## config.mk

```make
export PLATFORM = sky130hd
export DESIGN_NAME = sev_seg_mux_flat
export DESIGN_NICKNAME = d
export VERILOG_FILES = /design/src/rtl/sev_seg_mux_if.sv /design/src/rtl/sev_seg_mux.sv /design/src/flat_wrapper.sv
export SDC_FILE = /design/constraint.sdc
export NUM_CORES = 1
export LEC_CHECK = 0
export ABC_AREA = 1
export CELL_PAD_IN_SITES_DETAIL_PLACEMENT = 0
export CELL_PAD_IN_SITES_GLOBAL_PLACEMENT = 2
export CORE_UTILIZATION = 35
export CTS_BUF_LIST = sky130_fd_sc_hd__clkbuf_8
export DETAILED_ROUTE_END_ITERATION = 12
export PLACE_DENSITY_LB_ADDON = 0.1
export SKIP_LAST_GASP = 1
export SYNTH_ARGS = -nofsm -noshare
export SYNTH_HDL_FRONTEND = slang
export SYNTH_SLANG_ARGS = --single-unit
```

## constraint.sdc

```tcl
create_clock -name clk -period 4.3 [get_ports clk]
set_input_delay 0.645 -clock clk [delete_from_list [all_inputs] [get_ports clk]]
set_output_delay 0.645 -clock clk [all_outputs]
set_load 0.02 [all_outputs]
```

## src/rtl/sev_seg_mux_if.sv

```systemverilog
// Display-side signal bundle for sev_seg_mux: snapshot inputs in, active-low pin drives out.
// The master modport belongs to the producer of digit data; the slave modport belongs to the driver.
interface sev_seg_mux_if #(
  parameter int unsigned NUM_DIGITS = 2
);
  logic [4*NUM_DIGITS-1:0] digits_in;
  logic [NUM_DIGITS-1:0]   dp_in;
  logic [NUM_DIGITS-1:0]   blank_in;
  logic                    lz_en;
  logic [6:0]              seg;
  logic                    dp_n;
  logic [NUM_DIGITS-1:0]   an_n;
  logic                    frame_start;

  modport master (
    output digits_in,
    output dp_in,
    output blank_in,
    output lz_en,
    input  seg,
    input  dp_n,
    input  an_n,
    input  frame_start
  );

  modport slave (
    input  digits_in,
    input  dp_in,
    input  blank_in,
    input  lz_en,
    output seg,
    output dp_n,
    output an_n,
    output frame_start
  );
endinterface

```

## src/rtl/sev_seg_mux.sv

```systemverilog
// Time-multiplexed common-anode seven-segment driver with per-frame input snapshot,
// blanking, leading-zero suppression, decimal points and an anti-ghosting guard interval.
module sev_seg_mux #(
  parameter int unsigned NUM_DIGITS  = 2,
  parameter int unsigned REFRESH_DIV = 20000,
  parameter int unsigned GUARD_CYC   = 1000
) (
  input  logic         clk,
  input  logic         reset,
  sev_seg_mux_if.slave io_disp
);

  localparam int unsigned CntW = (REFRESH_DIV > 1) ? $clog2(REFRESH_DIV) : 1;
  localparam int unsigned IdxW = (NUM_DIGITS > 1) ? $clog2(NUM_DIGITS) : 1;
  localparam logic [CntW-1:0] CntMax = CntW'(REFRESH_DIV - 1);
  localparam logic [IdxW-1:0] IdxMax = IdxW'(NUM_DIGITS - 1);

  logic [CntW-1:0]         r_cnt;
  logic [IdxW-1:0]         r_idx;
  logic [4*NUM_DIGITS-1:0] r_snap_digits;
  logic [NUM_DIGITS-1:0]   r_snap_dp;
  logic [NUM_DIGITS-1:0]   r_snap_blank;
  logic                    r_snap_lz;
  logic [NUM_DIGITS-1:0]   r_an_n;
  logic [6:0]              r_seg;
  logic                    r_dp_n;
  logic                    r_frame_start;

  logic                    w_take;
  logic                    w_cnt_wrap;
  logic                    w_idx_wrap;
  logic                    w_guard;
  logic [4*NUM_DIGITS-1:0] w_src_digits;
  logic [NUM_DIGITS-1:0]   w_src_dp;
  logic [NUM_DIGITS-1:0]   w_src_blank;
  logic                    w_src_lz;
  logic [3:0]              w_nib;
  logic                    w_dp_req;
  logic                    w_blank;
  logic                    w_suppress;
  logic                    w_zero_run;
  logic [NUM_DIGITS-1:0]   w_an_n_d;
  logic [6:0]              w_seg_d;
  logic                    w_dp_n_d;

  function automatic logic [6:0] hex_to_seg(input logic [3:0] nib);
    logic [6:0] s;
    unique case (nib)
      4'h0: s = 7'b1000000;
      4'h1: s = 7'b1111001;
      4'h2: s = 7'b0100100;
      4'h3: s = 7'b0110000;
      4'h4: s = 7'b0011001;
      4'h5: s = 7'b0010010;
      4'h6: s = 7'b0000010;
      4'h7: s = 7'b1111000;
      4'h8: s = 7'b0000000;
      4'h9: s = 7'b0011000;
      4'hA: s = 7'b0001000;
      4'hB: s = 7'b0000011;
      4'hC: s = 7'b1000110;
      4'hD: s = 7'b0100001;
      4'hE: s = 7'b0000110;
      default: s = 7'b0001110;
    endcase
    return s;
  endfunction

  assign w_take     = (r_cnt == '0) && (r_idx == '0);
  assign w_cnt_wrap = (r_cnt == CntMax);
  assign w_idx_wrap = (r_idx == IdxMax);

  if (GUARD_CYC == 0) begin : g_no_guard
    assign w_guard = 1'b0;
  end else begin : g_guard
    assign w_guard = (32'(r_cnt) < GUARD_CYC);
  end

  // On the snapshot edge the incoming values are used directly so the whole frame,
  // including its very first displayed cycle, comes from one consistent snapshot.
  assign w_src_digits = w_take ? io_disp.digits_in : r_snap_digits;
  assign w_src_dp     = w_take ? io_disp.dp_in     : r_snap_dp;
  assign w_src_blank  = w_take ? io_disp.blank_in  : r_snap_blank;
  assign w_src_lz     = w_take ? io_disp.lz_en     : r_snap_lz;

  // Walk from the most significant digit down; w_zero_run stays high while all nibbles seen are 0.
  always_comb begin
    w_nib      = '0;
    w_dp_req   = 1'b0;
    w_blank    = 1'b0;
    w_suppress = 1'b0;
    w_zero_run = 1'b1;
    for (int k = int'(NUM_DIGITS) - 1; k >= 0; k--) begin
      w_zero_run = w_zero_run & (w_src_digits[4*k +: 4] == 4'h0);
      if (r_idx == IdxW'(k)) begin
        w_nib      = w_src_digits[4*k +: 4];
        w_dp_req   = w_src_dp[k];
        w_blank    = w_src_blank[k];
        w_suppress = w_src_lz && (k != 0) && w_zero_run;
      end
    end
  end

  always_comb begin
    w_an_n_d = '1;
    w_seg_d  = 7'b1111111;
    w_dp_n_d = 1'b1;
    if (!w_guard) begin
      for (int k = 0; k < int'(NUM_DIGITS); k++) begin
        if (r_idx == IdxW'(k)) begin
          w_an_n_d[k] = 1'b0;
        end
      end
      if (!w_blank) begin
        w_dp_n_d = ~w_dp_req;
        if (!w_suppress) begin
          w_seg_d = hex_to_seg(w_nib);
        end
      end
    end
  end

  always_ff @(posedge clk) begin
    if (reset) begin
      r_cnt <= '0;
      r_idx <= '0;
    end else if (w_cnt_wrap) begin
      r_cnt <= '0;
      r_idx <= w_idx_wrap ? '0 : r_idx + IdxW'(1);
    end else begin
      r_cnt <= r_cnt + CntW'(1);
    end
  end

  always_ff @(posedge clk) begin
    if (reset) begin
      r_snap_digits <= '0;
      r_snap_dp     <= '0;
      r_snap_blank  <= '0;
      r_snap_lz     <= 1'b0;
    end else if (w_take) begin
      r_snap_digits <= io_disp.digits_in;
      r_snap_dp     <= io_disp.dp_in;
      r_snap_blank  <= io_disp.blank_in;
      r_snap_lz     <= io_disp.lz_en;
    end
  end

  always_ff @(posedge clk) begin
    if (reset) begin
      r_an_n        <= '1;
      r_seg         <= 7'b1111111;
      r_dp_n        <= 1'b1;
      r_frame_start <= 1'b0;
    end else begin
      r_an_n        <= w_an_n_d;
      r_seg         <= w_seg_d;
      r_dp_n        <= w_dp_n_d;
      r_frame_start <= w_take;
    end
  end

  assign io_disp.an_n        = r_an_n;
  assign io_disp.seg         = r_seg;
  assign io_disp.dp_n        = r_dp_n;
  assign io_disp.frame_start = r_frame_start;

endmodule

```

## src/flat_wrapper.sv

```systemverilog
// flat-port wrapper written by rule: the top's interface ports become plain ports
module sev_seg_mux_flat 
#(
  parameter int unsigned NUM_DIGITS  = 2,
  parameter int unsigned REFRESH_DIV = 20000,
  parameter int unsigned GUARD_CYC   = 1000
)
  (clk, reset, io_disp_digits_in, io_disp_dp_in, io_disp_blank_in, io_disp_lz_en, io_disp_seg, io_disp_dp_n, io_disp_an_n, io_disp_frame_start);
  sev_seg_mux_if #(.NUM_DIGITS(NUM_DIGITS)) io_disp_i ();
  input  logic clk;
  input  logic reset;
  input wire logic [$bits(io_disp_i.digits_in)-1:0] io_disp_digits_in;
  input wire logic [$bits(io_disp_i.dp_in)-1:0] io_disp_dp_in;
  input wire logic [$bits(io_disp_i.blank_in)-1:0] io_disp_blank_in;
  input wire logic [$bits(io_disp_i.lz_en)-1:0] io_disp_lz_en;
  output wire logic [$bits(io_disp_i.seg)-1:0] io_disp_seg;
  output wire logic [$bits(io_disp_i.dp_n)-1:0] io_disp_dp_n;
  output wire logic [$bits(io_disp_i.an_n)-1:0] io_disp_an_n;
  output wire logic [$bits(io_disp_i.frame_start)-1:0] io_disp_frame_start;
  assign io_disp_i.digits_in = io_disp_digits_in;
  assign io_disp_i.dp_in = io_disp_dp_in;
  assign io_disp_i.blank_in = io_disp_blank_in;
  assign io_disp_i.lz_en = io_disp_lz_en;
  assign io_disp_seg = io_disp_i.seg;
  assign io_disp_dp_n = io_disp_i.dp_n;
  assign io_disp_an_n = io_disp_i.an_n;
  assign io_disp_frame_start = io_disp_i.frame_start;
  sev_seg_mux #(.NUM_DIGITS(NUM_DIGITS), .REFRESH_DIV(REFRESH_DIV), .GUARD_CYC(GUARD_CYC)) u_core (.clk(clk), .reset(reset), .io_disp(io_disp_i));
endmodule
```

# Yosys cells after proc, flatten, opt, wreduce, memory -nomap -nowiden

Memories as Yosys holds them, arrays and structs flattened. A register that Yosys moved wholly into a read port is not among the register bits.
Cells that the tools add are included.

Add/sub/neg operators: 2
$lt $le $gt $ge: 1
Equality and inequality tests: 1
Multiplexer cells: 11
Bitwise logic cells: 2
Reductions and logical operators: 8

Operator list:

| operator                | count |
|---|---|
| $add A15 B1 Y15 const B | 1 |
| $eq A15 B15 Y1 const B  | 1 |
| $logic_not A15 Y1       | 1 |
| $lt A15 B10 Y1 const B  | 1 |
| $mux W8                 | 1 |
| $mux W1                 | 7 |
| $logic_not A4 Y1        | 1 |
| $mux W2                 | 2 |
| $mux W4                 | 1 |
| $reduce_or A2 Y1        | 2 |
| $reduce_or A4 Y1        | 1 |
| $reduce_or A3 Y1        | 1 |
| $logic_and A1 B1 Y1     | 2 |
| $not A1 Y1              | 2 |
| $add A1 B1 Y1 const B   | 1 |

Register bits after elaboration: 33
Memory bits (read-only): 112
Memories: 1

Memories:

| name             | depth | width | rd ports | clocked after Yosys merged registers in | wr ports | line              | source |
|---|---|---|---|---|---|---|---|
| (name not given) | 16    | 7     | 1        | 1                                       | 0        | sev_seg_mux.sv:48 | `unique case (nib)` |

# Logic depth before layout (Yosys ltp)

Gate-level depths: netlist of the first run.

Depth in word-level cells: 7
Gate-level depth with buffers: 17
Mapped depth without buffers: 16

# Least setup slack after synthesis of the first run

Ideal clock, no wire load.

Path kind: reg-to-reg
Start: register u_core.r_cnt[0]
End: register u_core.r_seg[0] (netlist: u_core.io_disp.seg[0])
Arrival: 1.797 ns
Slack: 2.383 ns
Cell stages (with the launch flop): 17
Period minus slack after synthesis: 1.917 ns
Cells stage by stage: dfxtp_1 inv_1 ha_1 inv_1 nor2_1 nand2_1 nor2_4 nand2_2 buf_6 nand2_1 nand3_1 nand2_1 ha_1 inv_1 nand3_1 nand3_1 nand3_1

Word-level cells in the longest chain between the ends: 7
Elaborated cells between the ends (all ways): 12
Those cells by class: order compare: 1; mux: 6; reduce/logical: 5

RTL lines:

| what                       | line               | source |
|---|---|---|
| from (decl)                | sev_seg_mux.sv:18  | `logic [CntW-1:0] r_cnt;` |
| from (signal assigned)     | sev_seg_mux.sv:131 | `r_cnt <= r_cnt + CntW'(1);` |
| $logic_not A15 Y1          | sev_seg_mux.sv:69  | `assign w_take = (r_cnt == '0) && (r_idx == '0);` |
| $logic_and A1 B1 Y1        | sev_seg_mux.sv:69  |  |
| $mux W8                    | sev_seg_mux.sv:81  | `assign w_src_digits = w_take ? io_disp.digits_in : r_snap_digits;` |
| $logic_not A4 Y1           | sev_seg_mux.sv:94  | `w_zero_run = w_zero_run & (w_src_digits[4*k +: 4] == 4'h0);` |
| $logic_and A1 B1 Y1        | sev_seg_mux.sv:99  | `w_suppress = w_src_lz && (k != 0) && w_zero_run;` |
| $mux W1                    | sev_seg_mux.sv:95  | `if (r_idx == IdxW'(k)) begin` |
| $reduce_or A4 Y1 (no line) | -                  |  |
| to (decl)                  | sev_seg_mux.sv:25  | `logic [6:0] r_seg;` |

Several ways; a longest one is shown, not always the timed one.
A chain may end at the register's enable or synchronous reset.

# Worst setup path after layout of the first run

Start: register u_core.r_cnt[8]
End: register u_core.r_seg[5] (netlist: u_core.io_disp.seg[5])

Same word-level chain as after synthesis.

==> impl_metrics.ini, run 1 <==
[hold_path]
hold_class = flop to flop

[floorplanning]
fp.dieH_um = 79.3
core_area_mm2 = 0.00564
dieArea_mm2 = 0.00628
boundaryPins = 26
start_util_pct = 37.0
rows = 27
dieWidth_um = 79.3

[placement]
post-place-ws_ns = 1.56
io_buffers = 25
hpwlAfterDp_um = 3500
finalWeightedCongestion = 0.782
dp.cells = 377

[final_layout]
diodes = 0
synthToLayoutAreaGrowth_pct = 18.0
fin_nets = 334
finish.utilization_pct = 43.7
fin_cells = 385
drive_above_1_share_pct = 11.8

[cts]
cts.clk_slew.worst_paths_ns = 0.08
htreeDepth = 2
cts_setup_buffers = 0
ctsHoldBuffers = 0
cts_buffers = 5
root_buffer = clkbuf_8
worstSkewPairLatency_ns = 0.28
cts-resized-gates = 0
cts.sinks = 40
clockBufferDepth = 2
cts_tree = built

[logic_synthesis]
postSynthCellCount = 287
yosysSeqAreaShare_pct = 38.3
syn_area_mm2 = 0.00209
synth_cell_type_count = 30
syn_nets = 309
synth-warning-count = 0
ys_ff_latch = 40
syn_avg_cell_area_um2 = 7.28

[grt]
use_met1_pct = 24.6
grtUsageTotal_pct = 15.9
gr-total-overflow = 0
grt_max_degree = 15
antenna_found_initial = 0
grt_util_met3_pct = 3.22
grt_pass1_vias = 1556
busiest_layer = met1
grt_first_pass_wirelength_um = 7650
met2_usage_pct = 21.7

[drt]
wl_per_cell_um = 12.2
wl_um = 4680
drcViolationCount = 0
antenna_left = 0
drt_iter0_markers = 119
vias_per_cell = 4.78
drtPass1Iterations = 5
vias = 1839

[setup_path]
critical_path_class = flop to flop
start_kind = flop
crit_fanout = 11
cp_data_required_time_ns = 4.49
cp-end-kind = flop
arrival_ns = 2.91

[timing]
worst_pin_slew_ns = 0.679
setup_viol = 0
grt_setup_unrepaired = false
fin_crit_sh_pct = 63.3
fin_skew_ns = 0.00354
drv_slew = 0
fin_tns_setup_ns = 0
max_freq_mhz = 367
setup_slack_ns = 1.58
hold_viol = 0
max_slew_margin_pct = 54.7
period_needed_ns = 2.72

[status]
outcome = complete, no violations

[power]
p_leak_nw = 1.06
power.density_mw_per_mm2 = 326
vdd_drop_max_uv = 149

[run]
cap_violations = 0
-- cell usage in the layout, fill, tap and decap left out --
master            n
xor2_1            1
clkinv_2          2
dfxtp_1          40
clkbuf_8          6
nand4_1           2
nand2_2           7
clkdlybuf4s50_1  25
mux2i_1           1
nand3b_1          2
nor3_1            5
nand3_1          33
nor3_2            1
nor2_2            4
a22o_1            1
nand3_4           2
ha_1              7
a31oi_1           1
inv_2             3
nor2_1           38
inv_1            24
nor2_4            2
o21ai_0           8
nor3b_1           3
a21boi_0          1
nand3_2           7
nand2_1          68
a221oi_1          1
a21oi_1          14
nand2_4           3
clkinv_1          1
-- cell type report --
cell class	instances	area, um2
sequential	40	801
inverter	28	105
clock buffer	6	82.6
multi-input combinational	212	1130
tap	72	90.1
timing repair buffer	25	250
fill	582	3180
clock inverter	2	10.0
-- registers in the layout (all words and copies together) (netlist names) --
signal                      count
u_core.r_snap_blank             2
u_core.r_snap_digits            8
u_core.r_snap_lz                1
u_core.r_cnt                   15
u_core.r_snap_dp                2
u_core.io_disp.an_n             2
u_core.io_disp.frame_start      1
u_core.r_idx                    1
u_core.io_disp.seg              7
u_core.io_disp.dp_n             1
-- per-layer routing --
metal	vias to the layer above	share of wire, %
met2	39	38
met1	816	56
li1	976	-
met5	-	0
met3	8	4.5
met4	0	1.3
-- worst max-delay path, stage by stage, from the launching register on --
cell     delay, ns
dfxtp_1       0.39
nor2_1        0.11
nand2_1       0.11
nor2_2        0.54
nand2_2       0.36
nand2_1       0.18
nand3_1       0.08
nand2_1       0.20
inv_1         0.10
ha_1          0.23
nand3_2       0.10
o21ai_0       0.10
nand2_1       0.06
nand2_1       0.05
-- path summary, 6_finish.rpt --
path	start	endpoint	slack (ns)	depth (start not counted)
max	u_core.r_cnt[8]$_SDFF_PP0_	u_core.io_disp.seg[5]$_SDFF_PP1_	1.58	13
min	u_core.r_snap_digits[3]$_SDFF_PP0_	u_core.r_snap_digits[3]$_SDFF_PP0_	0.47	2
max reg2reg	u_core.r_cnt[8]$_SDFF_PP0_	u_core.io_disp.seg[5]$_SDFF_PP1_	1.58	13
min reg2reg	u_core.r_snap_digits[3]$_SDFF_PP0_	u_core.r_snap_digits[3]$_SDFF_PP0_	0.47	2
-- cell usage after synthesis (all sizes together) --
| cell type | instances | area share [%] |
|---|---|---|
| a21boi | 1 | 0.36 |
| a21oi | 14 | 3.4 |
| a221oi | 1 | 0.42 |
| a22o | 1 | 0.42 |
| a31oi | 1 | 0.30 |
| buf | 5 | 2.4 |
| clkbuf | 2 | 0.36 |
| clkinv | 1 | 0.18 |
| dfxtp | 40 | 38 |
| ha | 7 | 4.2 |
| inv | 27 | 4.9 |
| mux2i | 1 | 0.48 |
| nand2 | 78 | 16 |
| nand3 | 42 | 13 |
| nand3b | 2 | 0.72 |
| nand4 | 2 | 0.60 |
| nor2 | 44 | 9.1 |
| nor3 | 6 | 1.7 |
| nor3b | 3 | 1.1 |
| o21ai | 8 | 1.9 |
| xor2 | 1 | 0.42 |
-- cells by family after synthesis --
kind of cell	after synthesis	synth area share [%]
xor+xnor	1	0.419
simple gates	177	42.0
compound gates	26	6.77
fa+ha+maj	7	4.19
mux	1	0.479
buf+inv	35	7.78
flops	40	38.3
-- power by group --
| part | switching [W] | internal (W) |
|---|---|---|
| Combinational | 0.0000976 | 0.0000568 |
| Clock | 0.000130 | 0.000128 |
| Sequential | 0.00000585 | 0.000385 |
-- per-stage QoR --
stage                     instance area, um2  hold WS, ns  total power, W
after floorplan                         2090        0.430        0.000518
final                                   2460        0.470        0.000804
after global routing                    2460        0.488        0.000858
after detailed placement                2370        0.456        0.000554
after global placement                  2370        0.454        0.000559
after CTS                               2460        0.475        0.000815
(Power assumes the default switching activity.)
==> inputs of run 2 (changes only) <==
- CORE_UTILIZATION: 35 -> 32
- clock period: 4.3 -> 2.8 ns (I/O delays scaled with it)
==> run 2 against run 1 <==
Compared with the run above:
- non-clock buffer count increased by 5
- cell count increased by 2.6%
- via count decreased by 2.3%
- flip-flop and latch count unchanged
- clock skew increased by 0.0032 ns
- sequential share of layout area decreased by 0.54 points
- maximum frequency increased by 22%
- clock power increased by 52%
- die area increased by 9.1%
- combinational power increased by 57%
- critical endpoint is now u_core.io_disp.seg[0]$_SDFF_PP1_
- largest cell class unchanged
==> impl_metrics.ini, run 2 (same netlist as run 1, synthesis figures left out) <==
[setup_path]
cp-end-kind = flop
arrival_ns = 2.40
start_kind = flop
critical_path_class = flop to flop
crit_fanout = 11
cp_data_required_time_ns = 2.98

[final_layout]
drive_above_1_share_pct = 12.6
largest_reg_flops = 15
layout_commonest_cell = nand2_1
synthToLayoutAreaGrowth_pct = 19.9
fin_nets = 339
final_cell_mix = nand2_1 (68), dfxtp_1 (40), nor2_1 (38)
diodes = 0
finish.utilization_pct = 39.7
regMostFlops = u_core.r_cnt

[run]
cap_violations = 0

[cts]
cts_setup_buffers = 0
cts-resized-gates = 0
cts_buffers = 5
worstSkewPairLatency_ns = 0.29
ctsHoldBuffers = 0
cts.clk_slew.worst_paths_ns = 0.08
clockBufferDepth = 2
cts.sinks = 40
cts_tree = built
root_buffer = clkbuf_8
htreeDepth = 2

[floorplanning]
rows = 29
dieWidth_um = 82.8
boundaryPins = 26
dieArea_mm2 = 0.00686
fp.dieH_um = 82.8
core_area_mm2 = 0.00631
start_util_pct = 33.1

[grt]
gr-total-overflow = 0
grt_pass1_vias = 1804
grtUsageTotal_pct = 15.1
grt_first_pass_wirelength_um = 8350
grt_max_degree = 14
antenna_found_initial = 0

[drt]
drt_iter0_markers = 60
antenna_left = 0
vias = 1796
wl_per_cell_um = 11.8
vias_per_cell = 4.55
wl_um = 4650
drtPass1Iterations = 4
drcViolationCount = 0

[placement]
post-place-ws_ns = 0.573
hpwlAfterDp_um = 3590
finalWeightedCongestion = 0.740
io_buffers = 25

[status]
outcome = complete, no violations

[timing]
drv_slew = 0
hold_viol = 0
max_freq_mhz = 450
worst_pin_slew_ns = 0.333
fin_skew_ns = 0.00675
grt_setup_unrepaired = false
fin_crit_sh_pct = 79.4
max_slew_margin_pct = 77.7
period_needed_ns = 2.22
setup_viol = 0
hold_slack_ns = 0.470
fin_tns_setup_ns = 0
setup_slack_ns = 0.577

[power]
power.density_mw_per_mm2 = 493
p_leak_nw = 1.09
p_sw_w = 0.000357
p_int_w = 0.000878
clkPwrFrac_pct = 31.8
p_seq_share_pct = 48.6
vdd_drop_max_uv = 196
power_frac_comb_pct = 19.6
swShare_pct = 28.9

[hold_path]
hold_class = flop to flop
[run 2: cell types whose count changed in the layout (fill, tap and decap cells not counted)]
| cell | previous run | this run |
|---|---|---|
| inv_1 | 24 | 26 |
| buf_4 | 0 | 5 |
| clkinv_2 | 2 | 0 |
[run 2: worst max-delay path: stages, from the launching register on]
cell	delay (ns)
dfxtp_1	0.37
inv_1	0.06
ha_1	0.19
inv_1	0.06
nor2_1	0.04
nand2_1	0.11
nor2_4	0.04
nand2_2	0.25
nand2_1	0.11
nand3_1	0.08
nand2_1	0.15
ha_1	0.29
inv_1	0.10
nand3_1	0.08
nand3_1	0.09
nand3_1	0.08
[run 2: layout make-up]
type / count / area (um2)
clock buffer: 6 / 82.6
sequential: 40 / 801
multi-input combinational: 212 / 1130
tap: 77 / 96.3
inverter: 28 / 105
timing repair buffer: 30 / 288
clock inverter: 2 / 7.51
fill: 699 / 3810
[run 2: layer usage]
| layer | GRT usage [%] | up-vias | wire length [um] | share of wire [%] |
|---|---|---|---|---|
| met2 | 27.7 | 24 | 2360 | 51 |
| li1 | - | 981 | - | - |
| met5 | 0 | - | 0 | 0 |
| met1 | 17.6 | 787 | 2110 | 45 |
| met4 | 4.70 | 0 | 56 | 1.2 |
| met3 | 2.68 | 4 | 123 | 2.6 |
[run 2: worst paths after layout]
| path | from | endpoint | slack (ns) | cells after the start |
|---|---|---|---|---|
| worst min-delay path | u_core.r_snap_digits[3]$_SDFF_PP0_ | u_core.r_snap_digits[3]$_SDFF_PP0_ | 0.47 | 2 |
| worst max-delay path | u_core.r_cnt[0]$_SDFF_PP0_ | u_core.io_disp.seg[0]$_SDFF_PP1_ | 0.58 | 15 |
| worst min register to register | u_core.r_snap_digits[3]$_SDFF_PP0_ | u_core.r_snap_digits[3]$_SDFF_PP0_ | 0.47 | 2 |
| worst max register to register | u_core.r_cnt[0]$_SDFF_PP0_ | u_core.io_disp.seg[0]$_SDFF_PP1_ | 0.58 | 15 |
[run 2: metrics by stage]
| stage | cell area, um2 | cells | power (W) |
|---|---|---|---|
| after CTS | 2510 | 395 | 0.00126 |
| after detailed placement | 2420 | 387 | 0.000859 |
| after global placement | 2420 | 387 | 0.000864 |
| after global routing | 2510 | 395 | 0.00133 |
| final | 2510 | 395 | 0.00124 |
| after floorplan | 2090 | 287 | 0.000795 |
[run 2: power groups by stage]
stage / clock network (W) / logic (W) / registers, W
finish: 0.000393 / 0.000242 / 0.000601
global route: 0.000444 / 0.000280 / 0.000604
global placement: 0 / 0.000250 / 0.000615
detailed placement: 0 / 0.000245 / 0.000614
CTS: 0.000414 / 0.000246 / 0.000601
floorplan: 0 / 0.000181 / 0.000615
